$ cat config.mk
export PLATFORM = sky130hd
export DESIGN_NAME = fetch_unit_flat
export DESIGN_NICKNAME = d
export VERILOG_FILES = /design/src/rtl/fetch_unit_if.sv /design/src/rtl/fetch_unit.sv /design/src/flat_wrapper.sv
export SDC_FILE = /design/constraint.sdc
export NUM_CORES = 1
export LEC_CHECK = 0
export ABC_AREA = 1
export CORE_ASPECT_RATIO = 1.5
export CORE_MARGIN = 5
export CORE_UTILIZATION = 35
export CTS_BUF_LIST = sky130_fd_sc_hd__clkbuf_4 sky130_fd_sc_hd__clkbuf_8 sky130_fd_sc_hd__clkbuf_16
export CTS_CLUSTER_DIAMETER = 60
export CTS_CLUSTER_SIZE = 28
export DETAILED_ROUTE_END_ITERATION = 16
export PLACE_DENSITY = 0.79
export SYNTH_ARGS = -nofsm -noshare
export SYNTH_HDL_FRONTEND = slang
export SYNTH_SLANG_ARGS = --single-unit
export TNS_END_PERCENT = 100
$ cat constraint.sdc
create_clock -name clk -period 2 [get_ports clk]
set_input_delay 0.5 -clock clk [delete_from_list [all_inputs] [get_ports clk]]
set_output_delay 0.5 -clock clk [all_outputs]
set_load 0.05 [all_outputs]
$ cat src/rtl/fetch_unit_if.sv
// Bundle between the fetch unit and the rest of the pipeline: redirect
// requests and trap inputs toward fetch, fetch address and trap report back.
interface fetch_unit_if;
  logic        stall;
  logic        branch_taken;
  logic [31:0] branch_target;
  logic        jump;
  logic [31:0] jump_target;
  logic        jr;
  logic [31:0] jr_target;
  logic        exception;
  logic        irq;
  logic [31:0] pc;
  logic [31:0] pc_plus4;
  logic        IF_ID_flush;
  logic [31:0] epc;
  logic        epc_we;
  logic [1:0]  cause;
  logic        kernel_mode;

  modport master (
    output stall, branch_taken, branch_target, jump, jump_target,
           jr, jr_target, exception, irq,
    input  pc, pc_plus4, IF_ID_flush, epc, epc_we, cause, kernel_mode
  );

  modport slave (
    input  stall, branch_taken, branch_target, jump, jump_target,
           jr, jr_target, exception, irq,
    output pc, pc_plus4, IF_ID_flush, epc, epc_we, cause, kernel_mode
  );
endinterface

$ cat src/rtl/fetch_unit.sv
// Instruction fetch PC sequencer: prioritised redirects, trap entry with
// EPC/cause reporting and a latched, deferrable interrupt request.
module fetch_unit (
  input logic        clk,
  input logic        reset,
  fetch_unit_if.slave bus
);

  localparam logic [31:0] RESET_PC = 32'h8000_0000;
  localparam logic [31:0] EXC_VEC  = 32'h8000_0004;
  localparam logic [31:0] IRQ_VEC  = 32'h8000_0008;

  typedef enum logic [2:0] {
    SRC_BRANCH = 3'd0,
    SRC_EXC    = 3'd1,
    SRC_IRQ    = 3'd2,
    SRC_JR     = 3'd3,
    SRC_JUMP   = 3'd4,
    SRC_HOLD   = 3'd5,
    SRC_SEQ    = 3'd6
  } src_e;

  logic [31:0] r_pc;
  logic [1:0]  r_cause;
  logic        r_irq_pending;

  src_e        w_src;
  logic [31:0] w_pc_plus4;
  logic [31:0] w_pc_next;
  logic [31:0] w_epc;
  logic        w_flush;
  logic        w_epc_we;
  logic [1:0]  w_cause_next;
  logic        w_pend_clr;
  logic        w_irq_take;
  logic        w_unused;

  // The kernel bit is sticky across sequential fetch; only the low 31 bits wrap.
  assign w_pc_plus4 = {r_pc[31], r_pc[30:0] + 31'd4};
  assign w_irq_take = r_irq_pending & ~r_pc[31] & ~bus.stall;
  assign w_unused   = &{1'b0, bus.branch_target[31], bus.jump_target[31]};

  // Redirect source selection in fixed priority order.
  always_comb begin
    w_src = SRC_SEQ;
    if (bus.branch_taken) begin
      w_src = SRC_BRANCH;
    end else if (bus.exception) begin
      w_src = SRC_EXC;
    end else if (w_irq_take) begin
      w_src = SRC_IRQ;
    end else if (bus.jr) begin
      w_src = SRC_JR;
    end else if (bus.jump) begin
      w_src = SRC_JUMP;
    end else if (bus.stall) begin
      w_src = SRC_HOLD;
    end else begin
      w_src = SRC_SEQ;
    end
  end

  // Next-PC, flush and trap-report decode for the selected source.
  always_comb begin
    w_pc_next    = w_pc_plus4;
    w_flush      = 1'b0;
    w_epc_we     = 1'b0;
    w_epc        = w_pc_plus4;
    w_cause_next = r_cause;
    w_pend_clr   = 1'b0;
    case (w_src)
      SRC_BRANCH: begin
        w_pc_next = {r_pc[31], bus.branch_target[30:0]};
        w_flush   = 1'b1;
      end
      SRC_EXC: begin
        w_pc_next    = EXC_VEC;
        w_flush      = 1'b1;
        w_epc_we     = 1'b1;
        w_epc        = w_pc_plus4;
        w_cause_next = 2'b10;
      end
      SRC_IRQ: begin
        // Interrupted instruction has not executed yet, so it is the return point.
        w_pc_next    = IRQ_VEC;
        w_flush      = 1'b1;
        w_epc_we     = 1'b1;
        w_epc        = r_pc;
        w_cause_next = 2'b01;
        w_pend_clr   = 1'b1;
      end
      SRC_JR: begin
        w_pc_next = bus.jr_target;
        w_flush   = 1'b1;
      end
      SRC_JUMP: begin
        w_pc_next = {r_pc[31], bus.jump_target[30:0]};
        w_flush   = 1'b1;
      end
      SRC_HOLD: begin
        w_pc_next = r_pc;
      end
      SRC_SEQ: begin
        w_pc_next = w_pc_plus4;
      end
      default: begin
        w_pc_next = w_pc_plus4;
      end
    endcase
  end

  // PC, trap cause and interrupt latch.
  always_ff @(posedge clk or negedge reset) begin
    if (!reset) begin
      r_pc          <= RESET_PC;
      r_cause       <= 2'b00;
      r_irq_pending <= 1'b0;
    end else begin
      r_pc          <= w_pc_next;
      r_cause       <= w_cause_next;
      r_irq_pending <= w_pend_clr ? 1'b0 : (r_irq_pending | bus.irq);
    end
  end

  assign bus.pc          = r_pc;
  assign bus.pc_plus4    = w_pc_plus4;
  assign bus.IF_ID_flush = w_flush & reset;
  assign bus.epc_we      = w_epc_we & reset;
  assign bus.epc         = w_epc;
  assign bus.cause       = r_cause;
  assign bus.kernel_mode = r_pc[31];

endmodule

$ cat src/flat_wrapper.sv
// flat-port wrapper written by rule: the top's interface ports become plain ports
module fetch_unit_flat 
  (clk, reset, bus_stall, bus_branch_taken, bus_branch_target, bus_jump, bus_jump_target, bus_jr, bus_jr_target, bus_exception, bus_irq, bus_pc, bus_pc_plus4, bus_IF_ID_flush, bus_epc, bus_epc_we, bus_cause, bus_kernel_mode);
  fetch_unit_if bus_i ();
  input logic clk;
  input logic reset;
  input wire logic [$bits(bus_i.stall)-1:0] bus_stall;
  input wire logic [$bits(bus_i.branch_taken)-1:0] bus_branch_taken;
  input wire logic [$bits(bus_i.branch_target)-1:0] bus_branch_target;
  input wire logic [$bits(bus_i.jump)-1:0] bus_jump;
  input wire logic [$bits(bus_i.jump_target)-1:0] bus_jump_target;
  input wire logic [$bits(bus_i.jr)-1:0] bus_jr;
  input wire logic [$bits(bus_i.jr_target)-1:0] bus_jr_target;
  input wire logic [$bits(bus_i.exception)-1:0] bus_exception;
  input wire logic [$bits(bus_i.irq)-1:0] bus_irq;
  output wire logic [$bits(bus_i.pc)-1:0] bus_pc;
  output wire logic [$bits(bus_i.pc_plus4)-1:0] bus_pc_plus4;
  output wire logic [$bits(bus_i.IF_ID_flush)-1:0] bus_IF_ID_flush;
  output wire logic [$bits(bus_i.epc)-1:0] bus_epc;
  output wire logic [$bits(bus_i.epc_we)-1:0] bus_epc_we;
  output wire logic [$bits(bus_i.cause)-1:0] bus_cause;
  output wire logic [$bits(bus_i.kernel_mode)-1:0] bus_kernel_mode;
  assign bus_i.stall = bus_stall;
  assign bus_i.branch_taken = bus_branch_taken;
  assign bus_i.branch_target = bus_branch_target;
  assign bus_i.jump = bus_jump;
  assign bus_i.jump_target = bus_jump_target;
  assign bus_i.jr = bus_jr;
  assign bus_i.jr_target = bus_jr_target;
  assign bus_i.exception = bus_exception;
  assign bus_i.irq = bus_irq;
  assign bus_pc = bus_i.pc;
  assign bus_pc_plus4 = bus_i.pc_plus4;
  assign bus_IF_ID_flush = bus_i.IF_ID_flush;
  assign bus_epc = bus_i.epc;
  assign bus_epc_we = bus_i.epc_we;
  assign bus_cause = bus_i.cause;
  assign bus_kernel_mode = bus_i.kernel_mode;
  fetch_unit u_core (.clk(clk), .reset(reset), .bus(bus_i));
endmodule
==> impl_metrics.json, run 1 <==
{
  "portBuffers": 202,
  "dp_slack_ps": -746,
  "cts_hold_buf": 0,
  "lastStage": "5_1_grt",
  "post-synth-top-count-cell": "nand2_1",
  "grt-worst-endpoint": "bus_epc[4]",
  "ios": 205,
  "dp_hpwl_um": 15200,
  "synth_top_area_cell": "nand2_1",
  "syn_nets": 662,
  "synthFlopType": "dfrtp_1",
  "worst_endpoint_kind": "top-level output",
  "syn_area_mm2": 0.00343,
  "placementRows": 44,
  "die_x_um": 90.9,
  "yosys_warnings": 0,
  "cts-root-buf": "clkbuf_16",
  "netlist_top_cells_count": "nand2_1, nor2_1, inv_1",
  "status": "aborted with a tool error",
  "syn_area_per_cell_um2": 6.16,
  "async_flop_share_pct": 100,
  "error": "[ERROR DPL-0038] Utilization greater than 100%, impossible to legalize",
  "synth_cell_types": 34,
  "start_util_pct": 35.6,
  "h-tree-depth": 2,
  "synth_seq_cells": 35,
  "fp.dieH_um": 131,
  "numCtsBuffers": 5,
  "place.gp.congestion": 0.957,
  "postSynthCellCount": 557,
  "ys_seq_area_share_pct": 25.6,
  "synth_top_area_share_pct": 26.7,
  "cts.sink_count": 35,
  "synth_edf_count": 0,
  "clock_path_buffers": 2,
  "grt_max_degree": 36,
  "synth_area_leaders": "nand2_1, dfrtp_1, nand3_1"
}
==> cells by family after synthesis <==
group	Yosys count	synth area share, %
AND/OR/NAND/NOR	380	49.7
buffers and inverters	74	10.2
XOR/XNOR	20	5.54
flip-flops	35	25.6
adder cells (fa/ha/maj)	1	0.365
AO/OA/AOI/OAI	47	8.64
==> repair_timing <==
item	in CTS
pin swaps	60
endpoints found under the setup margin	75
gates resized for setup	188
setup buffers	34
cloned	2
==> per-stage QoR <==
stage                     instance area [um2]  std cells  utilization, %  hold WS, ps
after floorplan                          4390        557               -          204
after global placement                   7870        967            81.7          467
after detailed placement                 7870        967            81.7          475
after CTS                                9050       1008            93.9          382
==> run 2: changes to the inputs <==
Settings changed: CORE_ASPECT_RATIO 1.5 to default, CORE_UTILIZATION 35 to 37, CTS_BUF_LIST sky130_fd_sc_hd__clkbuf_4 sky130_fd_sc_hd__clkbuf_8 sky130_fd_sc_hd__clkbuf_16 to default, CTS_CLUSTER_DIAMETER 60 to default, CTS_CLUSTER_SIZE 28 to default, PLACE_DENSITY 0.79 to default, PLACE_DENSITY_LB_ADDON from default to 0.15.
Clock period 2 ns to 2.6 ns, I/O delays scaled along.
==> run 2 against run 1 <==
The flow now finishes, with violations (negative setup slack); synthesized cell count did not move; synthesized area did not move.
==> impl_metrics.json, run 2 <==
{
  "fin_ws_ps": -333,
  "fp.dieH_um": 106,
  "async_flop_share_pct": 100,
  "clock_path_buffers": 2,
  "die_x_um": 106,
  "grt_pass1_wl_um": 27800,
  "ant_nets": 0,
  "grt_max_degree": 36,
  "vdd_ir_drop_max_mv": 0.290,
  "first_global_vias": 5441,
  "area_delta_synth_final_pct": 134,
  "hold_slack_ps": 509,
  "tns_ps": -3100,
  "routed_via_density": 6.07,
  "grtUsageTotal_pct": 30.9,
  "path_clk_slew_ps": 80,
  "postSynthCellCount": 557,
  "portBuffers": 202,
  "layout_commonest_cell": "nand2_1",
  "antenna_found_initial": 0,
  "hold_end": "u_core.bus.cause[1]$_DFFE_PN0N_",
  "drtPass1Iterations": 12,
  "max_slew_margin_pct": 61.8,
  "drc": 0,
  "cts.sink_count": 35,
  "syn_area_mm2": 0.00343,
  "min_from": "u_core.bus.cause[1]$_DFFE_PN0N_",
  "p_total_mw": 3.40,
  "drv_cap": 0,
  "fin_cells": 945,
  "clk-insertion-delay-late_ps": 310,
  "core_mm2": 0.00915,
  "ff2ff_path_depth": 11,
  "dp.cells": 882,
  "h-tree-depth": 2,
  "fmax_mhz": 341,
  "start_util_pct": 37.5,
  "rsz0062_at_grt": "yes",
  "cts-root-buf": "clkbuf_8",
  "diodes": 0,
  "dp_slack_ps": -278,
  "wl_per_cell_um": 24.4,
  "mostFrequentLayoutCells": "nand2_1, clkdlybuf4s50_1, buf_4",
  "cp-end-kind": "output pin",
  "synth_top_area_share_pct": 26.7,
  "place.gp.congestion": 0.940,
  "syn_nets": 662,
  "yosys_warnings": 0,
  "ios": 205,
  "hold_class": "reg2reg",
  "placementRows": 35,
  "fin_crit_sh_pct": 113,
  "netlist_top_cells_count": "nand2_1, nor2_1, inv_1",
  "synth_seq_cells": 35,
  "cp.arrival_ps": 2280,
  "synth_area_leaders": "nand2_1, dfrtp_1, nand3_1",
  "vias": 5732,
  "stdcell_area_mm2": 0.00802,
  "worstReg2RegStart": "u_core.bus.pc[26]$_DFFE_PN0P_",
  "syn_area_per_cell_um2": 6.16,
  "worst_pin_slew_ps": 571,
  "violations": "negative setup slack",
  "min_period_ps": 2930,
  "largest_register_ffs": 32,
  "powerDensity_mw_per_mm2": 425,
  "synth_cell_types": 34,
  "post-route-util_pct": 87.6,
  "leakage_nw": 3.48,
  "numCtsBuffers": 5,
  "whs_path_depth": 2,
  "dpl_cell_area_mm2": 0.00686,
  "drt_iter0_markers": 569,
  "slew_violations": 0,
  "grt_remaining_overflow": 0,
  "synth_edf_count": 0,
  "setup_viol": 35,
  "wirelength_um": 23000,
  "regToRegSetupSlack_ps": 460,
  "hold_violations": 0,
  "critPathKind": "reg2out",
  "synthFlopType": "dfrtp_1",
  "critPathLaunchType": "flop",
  "nets": 938,
  "crit_required_ps": 1950,
  "dp_hpwl_um": 12600,
  "seqCellArea_um2": 915,
  "multi_input_area_mm2": 0.00320,
  "ys_seq_area_share_pct": 25.6,
  "cp_max_fo": 6,
  "die_area_mm2": 0.0113,
  "synth_top_area_cell": "nand2_1",
  "fill_cells": 421,
  "fin_skew_ps": 8.58,
  "drive_above_1_share_pct": 43.6,
  "cts_tree": "done",
  "post-synth-top-count-cell": "nand2_1",
  "status": "finished, violations left",
  "worstReg2RegEnd": "u_core.bus.pc[30]$_DFFE_PN0P_"
}
==> run 2: cell counts after synthesis <==
Identical to the previous run, type by type.
==> run 2: layout make-up <==
type	instances	area share, %
sequential	35	11.4
multi-input combinational	448	39.9
timing repair buffer	295	43.5
inverter	48	2.44
clock inverter	1	0.0624
clock buffer	7	0.952
tap	111	1.73
==> run 2: per-layer routing <==
metal  up-vias  track usage, %  routed length, um  part of all wire (%)
met3       199            8.26               2520                    11
li1       2320               -                  -                     -
met5         -               0                  0                     0
met2       532            56.0              11300                    49
met4         0            14.3               2010                   8.7
met1      2681            33.4               7150                    31
==> run 2: cells by family after synthesis <==
group	after synthesis	share of synthesized area (%)
AND/OR/NAND/NOR	380	49.7
buffers and inverters	74	10.2
AO/OA/AOI/OAI	47	8.64
flip-flops	35	25.6
XOR/XNOR	20	5.54
adder cells (fa/ha/maj)	1	0.365
==> run 2: worst max path at each step <==
stage                                       start           to  slack (ps)  cells after the start
global route        u_core.bus.pc[26]$_DFFE_PN0P_  bus_epc[30]        -410                     10
CTS                  u_core.bus.pc[2]$_DFFE_PN0P_  bus_epc[22]         -10                     11
floorplan           u_core.bus.pc[31]$_DFFE_PN1P_  bus_epc[10]        -130                      8
global placement                        bus_stall  bus_epc[17]        -270                     12
detailed placement                      bus_stall  bus_epc[17]        -280                     12
finish              u_core.bus.pc[26]$_DFFE_PN0P_  bus_epc[30]        -330                     10
==> run 2: where the power goes <==
part	switching [mW]	leakage, nW	total (mW)	internal, mW
Clock	0.237	0.0422	0.426	0.189
Combinational	1.32	3.04	2.28	0.961
Sequential	0.0922	0.400	0.700	0.608
Total	1.64	3.48	3.40	1.76
==> run 2: repair_timing <==
action                                  in CTS  in global routing
gates cloned                                 3                  1
resized for setup                           68                 98
hold buffers                                 0                  0
setup buffers                               27                 24
pin swaps                                   17                 31
endpoints found under the setup margin      36                 36
==> run 2: worst max-delay path, stage by stage (launching register included) <==
cell,delay [ps]
dfrtp_1,510
nand2_1,140
nor2_1,190
nand2_1,130
nor2_1,390
nand2_1,110
nand2_1,120
nand2_2,80
nand2_1,70
o21ai_2,70
buf_12,150
Power figures use the tool's default switching activity.
